## src/rtl/matrix_uart_host_pkg.sv

```systemverilog
`default_nettype none
// ============================================================================
// Module   : matrix_link_pkg
// Purpose  : Definitions shared by both ends of the UART matrix-multiply link.
//            It holds the sequencer state type, the legal range for the
//            matrix size N, the frame sync byte and the element index width.
//            It also provides a helper that turns N into the element count
//            N*N.
// Ports    : none (package)
// Revision : 1.0 - initial release
// ============================================================================
package matrix_link_pkg;

    localparam int unsigned MATRIX_SIZE_MIN_DEF = 3;
    localparam int unsigned MATRIX_SIZE_MAX_DEF = 10;
    localparam logic [7:0]  SYNC_BYTE_DEF       = 8'hA5;

    // Wide enough for an element index of the largest legal matrix (0..99).
    localparam int unsigned ELEM_IDX_W = $clog2(MATRIX_SIZE_MAX_DEF * MATRIX_SIZE_MAX_DEF);

    typedef enum logic [2:0] {
        ST_IDLE  = 3'd0,
        ST_SYNC  = 3'd1,
        ST_FETCH = 3'd2,
        ST_LOAD  = 3'd3,
        ST_SEND  = 3'd4,
        ST_RECV  = 3'd5,
        ST_DONE  = 3'd6
    } link_state_t;

    // N*N. The product is formed at 8 bits so that it cannot overflow for any
    // 4-bit N. The result is then cut to the index width. Only legal N
    // (at most 10) reaches this helper, so the cut loses nothing.
    function automatic logic [ELEM_IDX_W-1:0] elem_count(input logic [3:0] n);
        logic [7:0] w_sq;
        w_sq = {4'd0, n} * {4'd0, n};
        return w_sq[ELEM_IDX_W-1:0];
    endfunction

endpackage
`default_nettype wire

```

## src/rtl/matrix_uart_host_if.sv

```systemverilog
`default_nettype none
// ============================================================================
// Module   : matrix_uart_host_if
// Purpose  : Bundles the bus signals of the link host into one interface.
//            It covers three groups: operand-memory read, UART byte
//            transmit/receive, and result-memory write.
// Modports : master - the host sequencer
//            slave  - the environment (operand memory, UART pair, result sink)
// Signals  : op_rd_en/op_sel/op_addr -> op_rd_data (1-cycle read latency)
//            tx_data/tx_valid <- tx_ready (valid/ready byte handshake)
//            rx_data/rx_valid (1-cycle strobe)
//            res_we/res_addr/res_data
// Revision : 1.0 - initial release
// ============================================================================
interface matrix_uart_host_if #(
    parameter int unsigned DATA_WIDTH = 8
);
    import matrix_link_pkg::*;

    logic                  op_rd_en;
    logic                  op_sel;
    logic [ELEM_IDX_W-1:0] op_addr;
    logic [DATA_WIDTH-1:0] op_rd_data;

    logic [DATA_WIDTH-1:0] tx_data;
    logic                  tx_valid;
    logic                  tx_ready;

    logic [DATA_WIDTH-1:0] rx_data;
    logic                  rx_valid;

    logic                  res_we;
    logic [ELEM_IDX_W-1:0] res_addr;
    logic [DATA_WIDTH-1:0] res_data;

    modport master (
        output op_rd_en, op_sel, op_addr,
        input  op_rd_data,
        output tx_data, tx_valid,
        input  tx_ready,
        input  rx_data, rx_valid,
        output res_we, res_addr, res_data
    );

    modport slave (
        input  op_rd_en, op_sel, op_addr,
        output op_rd_data,
        input  tx_data, tx_valid,
        output tx_ready,
        output rx_data, rx_valid,
        input  res_we, res_addr, res_data
    );

endinterface
`default_nettype wire

```

## src/rtl/matrix_uart_host_timer.sv

```systemverilog
`default_nettype none
// ============================================================================
// Module   : link_timeout_timer
// Purpose  : Counts idle cycles. The counter saturates at TIMEOUT_CYCLES-1.
//            expire is high while the count sits at that value.
// Ports    : clk, rst_n (async, active-low)
//            clear  - forces the count to zero (has priority over enable)
//            enable - advances the count by one per cycle
//            expire - count == TIMEOUT_CYCLES-1
// Revision : 1.0 - initial release
// ============================================================================
module link_timeout_timer #(
    parameter int unsigned TIMEOUT_CYCLES = 1_000_000
) (
    input  logic clk,
    input  logic rst_n,
    input  logic clear,
    input  logic enable,
    output logic expire
);

    localparam int unsigned CNT_W  = (TIMEOUT_CYCLES > 1) ? $clog2(TIMEOUT_CYCLES) : 1;
    localparam logic [CNT_W-1:0] C_LAST = CNT_W'(TIMEOUT_CYCLES - 1);

    logic [CNT_W-1:0] r_count;

    always_ff @(posedge clk or negedge rst_n) begin
        if (!rst_n) begin
            r_count <= '0;
        end else if (clear) begin
            r_count <= '0;
        end else if (enable && (r_count != C_LAST)) begin
            r_count <= r_count + CNT_W'(1);
        end
    end

    assign expire = (r_count == C_LAST);

endmodule
`default_nettype wire

```

## src/rtl/matrix_uart_host.sv

```systemverilog
`default_nettype none
// ============================================================================
// Module   : matrix_uart_host
// Purpose  : Host-side sequencer for the UART matrix-multiply link.
//            It transmits the frame SYNC_BYTE, then A[0..N*N-1], then
//            B[0..N*N-1], with each matrix row-major. It then collects N*N
//            result bytes into the result memory. A watchdog limits the gap
//            between result bytes.
// Ports    : clk, rst_n (async, active-low)
//            start/abort/matrix_size     - transaction control
//            busy/done/err_size/err_timeout/rx_unexpected - status
//            bus (matrix_uart_host_if.master) - operand read, UART tx/rx,
//                                               result write
// Revision : 1.0 - initial release
// ============================================================================
module matrix_uart_host
    import matrix_link_pkg::*;
#(
    parameter int unsigned DATA_WIDTH      = 8,
    parameter int unsigned MATRIX_SIZE_MIN = MATRIX_SIZE_MIN_DEF,
    parameter int unsigned MATRIX_SIZE_MAX = MATRIX_SIZE_MAX_DEF,
    parameter logic [7:0]  SYNC_BYTE       = SYNC_BYTE_DEF,
    parameter int unsigned TIMEOUT_CYCLES  = 1_000_000
) (
    input  logic                clk,
    input  logic                rst_n,
    input  logic                start,
    input  logic                abort,
    input  logic [3:0]          matrix_size,
    output logic                busy,
    output logic                done,
    output logic                err_size,
    output logic                err_timeout,
    output logic                rx_unexpected,
    matrix_uart_host_if.master  bus
);

    link_state_t           r_state;
    logic [ELEM_IDX_W-1:0] r_idx;
    logic [ELEM_IDX_W-1:0] r_n_elems;
    logic [DATA_WIDTH-1:0] r_tx_data;
    logic                  r_tx_valid;
    logic                  r_op_rd_en;
    logic                  r_op_sel;
    logic [ELEM_IDX_W-1:0] r_op_addr;
    logic                  r_done;
    logic                  r_err_size;
    logic                  r_err_timeout;
    logic                  r_rx_unexp;

    logic w_tx_fire;
    logic w_last_idx;
    logic w_size_ok;
    logic w_rx_stray;
    logic w_timer_clear;
    logic w_timer_en;
    logic w_timer_expire;

    assign w_tx_fire  = r_tx_valid && bus.tx_ready;
    assign w_last_idx = (r_idx == (r_n_elems - ELEM_IDX_W'(1)));
    assign w_size_ok  = (32'(matrix_size) >= MATRIX_SIZE_MIN) &&
                        (32'(matrix_size) <= MATRIX_SIZE_MAX);
    // A received byte counts only in RECV. Anywhere else it is dropped and flagged.
    assign w_rx_stray = bus.rx_valid && (r_state != ST_RECV);

    // The timer counts only the silent cycles of RECV. It restarts on every
    // received byte and is held at zero in every other state.
    assign w_timer_clear = (r_state != ST_RECV) || bus.rx_valid || abort;
    assign w_timer_en    = (r_state == ST_RECV);

    link_timeout_timer #(
        .TIMEOUT_CYCLES (TIMEOUT_CYCLES)
    ) u_timer (
        .clk    (clk),
        .rst_n  (rst_n),
        .clear  (w_timer_clear),
        .enable (w_timer_en),
        .expire (w_timer_expire)
    );

    always_ff @(posedge clk or negedge rst_n) begin
        if (!rst_n) begin
            r_state       <= ST_IDLE;
            r_idx         <= '0;
            r_n_elems     <= '0;
            r_tx_data     <= '0;
            r_tx_valid    <= 1'b0;
            r_op_rd_en    <= 1'b0;
            r_op_sel      <= 1'b0;
            r_op_addr     <= '0;
            r_done        <= 1'b0;
            r_err_size    <= 1'b0;
            r_err_timeout <= 1'b0;
            r_rx_unexp    <= 1'b0;
        end else begin
            // Strobes are one cycle wide unless a state re-asserts them.
            r_done        <= 1'b0;
            r_err_size    <= 1'b0;
            r_err_timeout <= 1'b0;
            r_op_rd_en    <= 1'b0;

            if (abort) begin
                r_state    <= ST_IDLE;
                r_tx_valid <= 1'b0;
                r_idx      <= '0;
            end else begin
                case (r_state)
                    ST_IDLE: begin
                        if (start) begin
                            if (w_size_ok) begin
                                r_n_elems  <= elem_count(matrix_size);
                                r_idx      <= '0;
                                r_op_sel   <= 1'b0;
                                r_op_addr  <= '0;
                                r_rx_unexp <= 1'b0;
                                r_tx_data  <= DATA_WIDTH'(SYNC_BYTE);
                                r_tx_valid <= 1'b1;
                                r_state    <= ST_SYNC;
                            end else begin
                                r_err_size <= 1'b1;
                            end
                        end
                    end

                    ST_SYNC: begin
                        if (w_tx_fire) begin
                            r_tx_valid <= 1'b0;
                            r_op_sel   <= 1'b0;
                            r_idx      <= '0;
                            r_op_addr  <= '0;
                            r_op_rd_en <= 1'b1;
                            r_state    <= ST_FETCH;
                        end
                    end

                    // The read strobe is already on the bus for this cycle,
                    // so the data arrives while the FSM is in LOAD.
                    ST_FETCH: begin
                        r_state <= ST_LOAD;
                    end

                    ST_LOAD: begin
                        r_tx_data  <= bus.op_rd_data;
                        r_tx_valid <= 1'b1;
                        r_state    <= ST_SEND;
                    end

                    ST_SEND: begin
                        if (w_tx_fire) begin
                            r_tx_valid <= 1'b0;
                            if (!w_last_idx) begin
                                r_idx      <= r_idx + ELEM_IDX_W'(1);
                                r_op_addr  <= r_idx + ELEM_IDX_W'(1);
                                r_op_rd_en <= 1'b1;
                                r_state    <= ST_FETCH;
                            end else if (!r_op_sel) begin
                                r_op_sel   <= 1'b1;
                                r_idx      <= '0;
                                r_op_addr  <= '0;
                                r_op_rd_en <= 1'b1;
                                r_state    <= ST_FETCH;
                            end else begin
                                r_idx   <= '0;
                                r_state <= ST_RECV;
                            end
                        end
                    end

                    ST_RECV: begin
                        if (bus.rx_valid) begin
                            if (w_last_idx) begin
                                r_done  <= 1'b1;
                                r_idx   <= '0;
                                r_state <= ST_DONE;
                            end else begin
                                r_idx <= r_idx + ELEM_IDX_W'(1);
                            end
                        end else if (w_timer_expire) begin
                            r_err_timeout <= 1'b1;
                            r_idx         <= '0;
                            r_state       <= ST_IDLE;
                        end
                    end

                    ST_DONE: begin
                        r_state <= ST_IDLE;
                    end

                    default: begin
                        r_state <= ST_IDLE;
                    end
                endcase
            end

            // This assignment comes last on purpose. A stray byte that lands
            // on the same cycle as an accepted start still leaves the flag set.
            if (w_rx_stray) begin
                r_rx_unexp <= 1'b1;
            end
        end
    end

    // The result write is aligned with the receive strobe. The address is
    // the element count so far.
    assign bus.res_we   = (r_state == ST_RECV) && bus.rx_valid && !abort;
    assign bus.res_addr = r_idx;
    assign bus.res_data = bus.rx_data;

    assign bus.tx_data  = r_tx_data;
    assign bus.tx_valid = r_tx_valid;
    assign bus.op_rd_en = r_op_rd_en;
    assign bus.op_sel   = r_op_sel;
    assign bus.op_addr  = r_op_addr;

    assign busy          = (r_state != ST_IDLE);
    assign done          = r_done;
    assign err_size      = r_err_size;
    assign err_timeout   = r_err_timeout;
    assign rx_unexpected = r_rx_unexp;

endmodule
`default_nettype wire

```

## src/flat_wrapper.sv

```systemverilog
// flat-port wrapper written by rule: the top's interface ports become plain ports
module matrix_uart_host_flat import matrix_link_pkg::*;
#(
    parameter int unsigned DATA_WIDTH      = 8,
    parameter int unsigned MATRIX_SIZE_MIN = MATRIX_SIZE_MIN_DEF,
    parameter int unsigned MATRIX_SIZE_MAX = MATRIX_SIZE_MAX_DEF,
    parameter logic [7:0]  SYNC_BYTE       = SYNC_BYTE_DEF,
    parameter int unsigned TIMEOUT_CYCLES  = 1_000_000
)
  (clk, rst_n, start, abort, matrix_size, busy, done, err_size, err_timeout, rx_unexpected, bus_op_rd_en, bus_op_sel, bus_op_addr, bus_op_rd_data, bus_tx_data, bus_tx_valid, bus_tx_ready, bus_rx_data, bus_rx_valid, bus_res_we, bus_res_addr, bus_res_data);
  matrix_uart_host_if #(.DATA_WIDTH(DATA_WIDTH)) bus_i ();
  input  logic clk;
  input  logic rst_n;
  input  logic start;
  input  logic abort;
  input  logic [3:0] matrix_size;
  output logic busy;
  output logic done;
  output logic err_size;
  output logic err_timeout;
  output logic rx_unexpected;
  output wire logic [$bits(bus_i.op_rd_en)-1:0] bus_op_rd_en;
  output wire logic [$bits(bus_i.op_sel)-1:0] bus_op_sel;
  output wire logic [$bits(bus_i.op_addr)-1:0] bus_op_addr;
  input wire logic [$bits(bus_i.op_rd_data)-1:0] bus_op_rd_data;
  output wire logic [$bits(bus_i.tx_data)-1:0] bus_tx_data;
  output wire logic [$bits(bus_i.tx_valid)-1:0] bus_tx_valid;
  input wire logic [$bits(bus_i.tx_ready)-1:0] bus_tx_ready;
  input wire logic [$bits(bus_i.rx_data)-1:0] bus_rx_data;
  input wire logic [$bits(bus_i.rx_valid)-1:0] bus_rx_valid;
  output wire logic [$bits(bus_i.res_we)-1:0] bus_res_we;
  output wire logic [$bits(bus_i.res_addr)-1:0] bus_res_addr;
  output wire logic [$bits(bus_i.res_data)-1:0] bus_res_data;
  assign bus_op_rd_en = bus_i.op_rd_en;
  assign bus_op_sel = bus_i.op_sel;
  assign bus_op_addr = bus_i.op_addr;
  assign bus_i.op_rd_data = bus_op_rd_data;
  assign bus_tx_data = bus_i.tx_data;
  assign bus_tx_valid = bus_i.tx_valid;
  assign bus_i.tx_ready = bus_tx_ready;
  assign bus_i.rx_data = bus_rx_data;
  assign bus_i.rx_valid = bus_rx_valid;
  assign bus_res_we = bus_i.res_we;
  assign bus_res_addr = bus_i.res_addr;
  assign bus_res_data = bus_i.res_data;
  matrix_uart_host #(.DATA_WIDTH(DATA_WIDTH), .MATRIX_SIZE_MIN(MATRIX_SIZE_MIN), .MATRIX_SIZE_MAX(MATRIX_SIZE_MAX), .SYNC_BYTE(SYNC_BYTE), .TIMEOUT_CYCLES(TIMEOUT_CYCLES)) u_core (.clk(clk), .rst_n(rst_n), .start(start), .abort(abort), .matrix_size(matrix_size), .busy(busy), .done(done), .err_size(err_size), .err_timeout(err_timeout), .rx_unexpected(rx_unexpected), .bus(bus_i));
endmodule
```

## config.mk

```make
export PLATFORM = sky130hd
export DESIGN_NAME = matrix_uart_host_flat
export DESIGN_NICKNAME = d
export VERILOG_FILES = /design/src/rtl/matrix_uart_host_pkg.sv /design/src/rtl/matrix_uart_host_if.sv /design/src/rtl/matrix_uart_host_timer.sv /design/src/rtl/matrix_uart_host.sv /design/src/flat_wrapper.sv
export SDC_FILE = /design/constraint.sdc
export NUM_CORES = 1
export LEC_CHECK = 0
export ABC_CLOCK_PERIOD_IN_PS = 2200
export CAP_MARGIN = 20
export CORE_ASPECT_RATIO = 0.5
export CORE_MARGIN = 10
export CORE_UTILIZATION = 25
export CTS_BUF_LIST = sky130_fd_sc_hd__clkbuf_4 sky130_fd_sc_hd__clkbuf_8 sky130_fd_sc_hd__clkbuf_16
export DETAILED_ROUTE_END_ITERATION = 6
export HOLD_SLACK_MARGIN = 0.1
export MAX_ROUTING_LAYER = met4
export PLACE_DENSITY = 0.46
export REMOVE_ABC_BUFFERS = 1
export SYNTH_ARGS = -nofsm -noshare
export SYNTH_HDL_FRONTEND = slang
export SYNTH_HIERARCHICAL = 1
export SYNTH_SLANG_ARGS = --single-unit
```

## constraint.sdc

```tcl
create_clock -name clk -period 2.2 [get_ports clk]
set_clock_uncertainty 0.2 [all_clocks]
set_input_delay 0.44 -clock clk [delete_from_list [all_inputs] [get_ports clk]]
set_output_delay 0.44 -clock clk [all_outputs]
set_load 0.02 [all_outputs]
```

Yosys cells after proc, flatten, opt, wreduce, memory -nomap -nowiden --
Index checks and enable logic that the tools add are counted.
Storage, ports and cells: flip-flop bits (word level) 59, bits of input ports 26, output and inout port bits 39, logic and storage cells 131
Operators by class: add/sub/neg operators 3, multiply operators 1, order comparisons 2, eq/ne operators 23, mux-type cells 60, bitwise gates (word level) 1, reduce and logical (&&, ||, !) cells 28
Operators by type and width (count):
- 7-bit two-way mux | 11
- 20-bit two-way mux | 2
- 3-bit two-way mux | 10
- 1-bit two-way mux | 28
- 7-bit one-hot mux with 4 select lines | 1
- 7-bit one-hot mux with 3 select lines | 1
- 20-bit by 1-bit adder with 20-bit output, second input constant | 1
- 20-bit == test, second input constant | 1
- 20-bit inequality test, second input constant | 1
- 3-bit one-hot mux with 6 select lines | 1
- 8-bit two-way mux | 2
- 8-bit one-hot mux with 2 select lines | 1
- 4-bit AND reduction | 4
- 7-bit AND reduction | 2
- 6-bit AND reduction | 2
- 2-bit by 1-bit inequality test with 1-bit output, second input constant | 5
- 2-bit nonzero test | 5
- 3-bit by 2-bit inequality test with 1-bit output, second input constant | 3
- 3-bit inequality test, second input constant | 3
- 4-bit by 3-bit inequality test with 1-bit output, second input constant | 2
- 7-bit by 1-bit adder with 7-bit output, second input constant | 1
- 7-bit == test | 1
- 4-bit by 4-bit multiplier with 7-bit output | 1
- 7-bit by 1-bit subtractor with 7-bit output, second input constant | 1
- 18 further kinds | 28

Depth between registers and ports, before layout --
word-level depth 7, gate-level depth with buffers 9, depth with buffers taken out 8

Cells and area by module --
Netlist, hierarchy kept.
Modules (own cells, without submodules):
- matrix_uart_host | instances 1, cells each 229, area an instance 2168.3 µm², sequential area each 950.9 µm²
- link_timeout_timer | instances 1, cells each 114, area an instance 1149.9 µm², sequential area each 500.5 µm²

Least setup slack after synthesis --
Ideal clock, no wire load.
path kind register to register, start register u_core.r_n_elems[0], end register u_core.r_op_addr[6], in the netlist u_core/bus.op_addr[6], library setup time 0.125 ns, data arrival time 1.956 ns, data required time 1.875 ns, setup slack -0.081 ns, cell stages (with the launch flop) 8, path buffers 1, clock period less this slack 2.281 ns, cells stage by stage dfrtp_1 or3_4 nor4_1 o211ai_2 nor2_4 a21bo_1 buf_6 mux2_4
On the way: cells in the longest elaborated chain, start to end 5, elaborated cells on any way between the ends 7, classes of those cells add/sub (1); eq/ne (2); mux (3); reduce/logical (1)
RTL lines:
- from (decl) | line matrix_uart_host.sv:40 | logic [ELEM_IDX_W-1:0] r_n_elems;
- from (signal assigned) | line matrix_uart_host.sv:111 | r_n_elems <= elem_count(matrix_size);
- 7-bit by 1-bit subtractor with 7-bit output * | line matrix_uart_host.sv:60 | assign w_last_idx = (r_idx == (r_n_elems - ELEM_IDX_W'(1)));
- 7-bit == test * | line matrix_uart_host.sv:60
- 7-bit two-way mux | line matrix_uart_host.sv:151 | if (!w_last_idx) begin
- 7-bit two-way mux | line matrix_uart_host.sv:149 | if (w_tx_fire) begin
- 7-bit one-hot mux with 3 select lines | line matrix_uart_host.sv:107 | case (r_state)
- to (signal assigned) | line matrix_uart_host.sv:153 | r_op_addr <= r_idx + ELEM_IDX_W'(1);
- to (decl) | line matrix_uart_host.sv:45 | logic [ELEM_IDX_W-1:0] r_op_addr;
Mark *: on every way between the ends. The rest lies on a longest branch, timed or not. The select of a mux whose other input is x is not followed. A chain may end at the register's enable or synchronous reset.

Final worst setup path --
start register u_core.r_n_elems[2], end register u_core.r_op_addr[6], in the netlist u_core/bus.op_addr[6]
Same word-level chain as after synthesis.

==> qor.txt <==
status = complete, but fails checks
violated checks = negative setup slack
IO Count = 65
H-tree Lvls = 3
top sig layer = met4
Seq/Total Area, Yosys = 43.74%
top cells by area, synth = dfrtp_1 44%, xnor2_1 3.7%, nor2_1 3.4%, o21ai_0 3.2%, nand2_1 2.9%
crit path max fanout = 6
Post-synth top flop = dfrtp_1
core area = 12810 sq um
RSZ-0062 raised after global routing = true
syn avg cell area = 9.674 sq um
wire length on met2 = 4240 um
Syn-to-layout area delta = 47.59%
pin count of the biggest net entering global routing = 59
Slew HR = 75.06%
Filler cells = 1296
wire length on met1 = 4281 um
Crit Reg-Reg Endpoint = u_core/bus.op_addr[6]$_DFFE_PN0P_
PD cells = 863.5 nW/um^2
DP HPWL = 6452 um
Die Height = 101.5 um
layout cells sized above 1 = 27.21%
DR vias = 2834
synthesized instance count = 343
Slew Limit Fails = 0
clk_lat worst skew = 320 ps
count of final setup violators = 13
first-pass GRT wire length = 14920 um
drt first pass iters = 4
total CTS buffers = 9
IO Port Bufs = 48
final worst slack = -108.9 ps
root buffer cell = clkbuf_16
Vias/cell = 4.556
WHS Endpoint = u_core/r_n_elems[6]$_DFFE_PN0P_
startpoint types = flop
cell taking the most area after synthesis = dfrtp_1
Reg2Reg Depth = 6
DRC = 0
Peak VDD IR = 0.0002971 V
layout net count = 481
Hold Path Origin = u_core/r_n_elems[6]$_DFFE_PN0P_
min Tclk post-route = 2309 ps
cell row count = 29
overall routing resource usage = 10.13%
post-synthesis async set-or-reset flop share = 100.0%
TritonCTS clock tree = yes
die extent in x = 182.9 um
antenna cell count = 0
total grt overflow = 0
Worst Tran Pin Value = 371.3 ps
HP Class = reg2reg
ANT nets after route = 0
DR iter-0 viols = 187
Syn. warnings = 6
Final Total Pwr = 4.229 mW
WL per Instance = 14.31 um
element type at the critical path end = flop
Die ar. = 18560 sq um
Leak = 2.083 nW
Initial Util = 25.91%
WL met3 = 215 um
CTS max path bufs = 2
max_cap viols = 0
clock-pin slew on the worst setup and hold paths = 50 ps
period utilization = 105.0%
Synth top area share = 43.74%
CTS sink cnt = 58
fmax = 433.1 MHz
critical path class = reg2reg
final WL = 8901 um
Arrival @ worst endpoint = 2320 ps
r2r startpoint = u_core/r_n_elems[2]$_DFFE_PN0P_
Cell variety after synth = 57
initial antenna violation count = 0
Hold Violations, Final = 0
register bit total from synthesis = 58
vias in the first global route = 2957
GPL Wtd Cong = 0.7892
data required time of the worst path = 2210 ps
register-to-register setup slack = -110 ps
area of the mapped netlist = 3318 sq um
Final Util = 38.23%
setup TNS = -627.2 ps
EDFF count, synth = 0
Hold Crit Depth = 2
[worst max path at each step]
| stage | from | to | slack (ps) | depth (start not counted) |
|---|---|---|---|---|
| after CTS | u_core/r_n_elems[2]$_DFFE_PN0P_ | u_core/bus.op_addr[6]$_DFFE_PN0P_ | -100 | 6 |
| after floorplan | u_core/r_state[2]$_DFFE_PN0P_ | u_core/u_timer/r_count[11]$_DFFE_PN0P_ | -150 | 5 |
| final | u_core/r_n_elems[2]$_DFFE_PN0P_ | u_core/bus.op_addr[6]$_DFFE_PN0P_ | -110 | 6 |
| after global placement | bus_rx_valid | bus_res_we | -450 | 5 |
| after detailed placement | bus_rx_valid | bus_res_we | -450 | 5 |
| after global routing | u_core/r_n_elems[2]$_DFFE_PN0P_ | u_core/r_state[0]$_DFFE_PN0P_ | -170 | 7 |
[state kept, by name, indices dropped and copies added, names as in the netlist]
name / flops
u_core/bus.tx_valid: 1
u_core/bus.op_rd_en: 1
u_core/rx_unexpected: 1
u_core/err_size: 1
u_core/r_state: 3
u_core/err_timeout: 1
u_core/bus.tx_data: 8
u_core/done: 1
u_core/u_timer/r_count: 20
u_core/bus.op_sel: 1
u_core/bus.res_addr: 7
u_core/r_n_elems: 6
u_core/bus.op_addr: 7
[cells in the mapped netlist (6+ instances only)]
library cell	count
nand2_1	26
xnor2_1	14
xor2_1	11
a22o_1	6
clkbuf_1	7
nor3_1	7
nand3_1	16
ha_1	6
and2_1	12
buf_4	8
dfrtp_1	58
nor2_1	30
and3_1	8
inv_1	7
nand2b_1	6
o21ai_0	21
a21oi_1	19
[kinds of logic (layout without fill, tap and decap cells)]
kind of cell / after synthesis / count (layout) / synth area share [%]
adders and majority gates: 6 / 6 / 2.262
buffers and inverters: 25 / 134 / 4.487
AOI/OAI and AO/OA: 81 / 81 / 16.48
DFF: 58 / 58 / 43.74
xor gates and xnor gates: 25 / 25 / 6.599
muxes: 8 / 8 / 2.677
and+or+nand+nor: 140 / 140 / 23.76
[area by class of cell]
class / count / area, sq um / area share, %
inverter: 7 / 26.28 / 0.5365
clock inverter: 2 / 60.06 / 1.226
clock buffer: 12 / 266.5 / 5.442
tap: 170 / 212.7 / 4.343
multi-input combinational: 260 / 1864 / 38.07
timing repair buffer: 113 / 1015 / 20.72
sequential: 58 / 1453 / 29.66
[routing by layer]
metal | vias up | track usage, %
li1 | 1433 | -
met1 | 1357 | 12.03
met2 | 35 | 16.17
met3 | 9 | 2.989
met4 | 0 | 3.576
met5 | - | -
[worst max-delay path, stage by stage (launching register included)]
cell and delay, ps:
dfrtp_1 390, or3_4 430, o31a_1 290, o211ai_4 270, nor2_4 90, a21bo_4 240, mux2_4 290
[repair_timing]
| action | 4_1_cts | 5_1_grt |
|---|---|---|
| endpoints found under the setup margin | 21 | 27 |
| endpoints found under the hold margin | 58 | 0 |
| hold buffers | 1 | 0 |
| setup buffers | 4 | 7 |
| gates resized for setup | 22 | 25 |
| pin swaps | 8 | 11 |
[cells in the final DEF, fill, tap and decap left out, types with 12 or more instances in the layout]
cell	count
nand3_1	14
clkdlybuf4s50_1	45
nor2_1	28
nand2_1	26
dfrtp_1	57
xnor2_1	13
and2_1	12
buf_4	54
o21ai_0	17
a21oi_1	15
[metrics by stage]
| step | setup WS (ps) | hold slack, ps | std cells | area (sq um) |
|---|---|---|---|---|
| detailed placement | -454.5 | 281.3 | 597 | 4314 |
| finish | -108.9 | 298.2 | 622 | 4897 |
| CTS | -99.35 | 293.6 | 616 | 4760 |
| floorplan | -153.7 | -55.59 | 325 | 3196 |
| global placement | -446.7 | 277.0 | 597 | 4314 |
| global route | -174.5 | 313.7 | 622 | 4897 |
[power by group]
| group | switching (mW) | internal, mW |
|---|---|---|
| Clock | 0.468 | 1.07 |
| Sequential | 0.102 | 1.18 |
| Combinational | 0.673 | 0.739 |
Note: power is estimated with default switching activity, not from simulation.
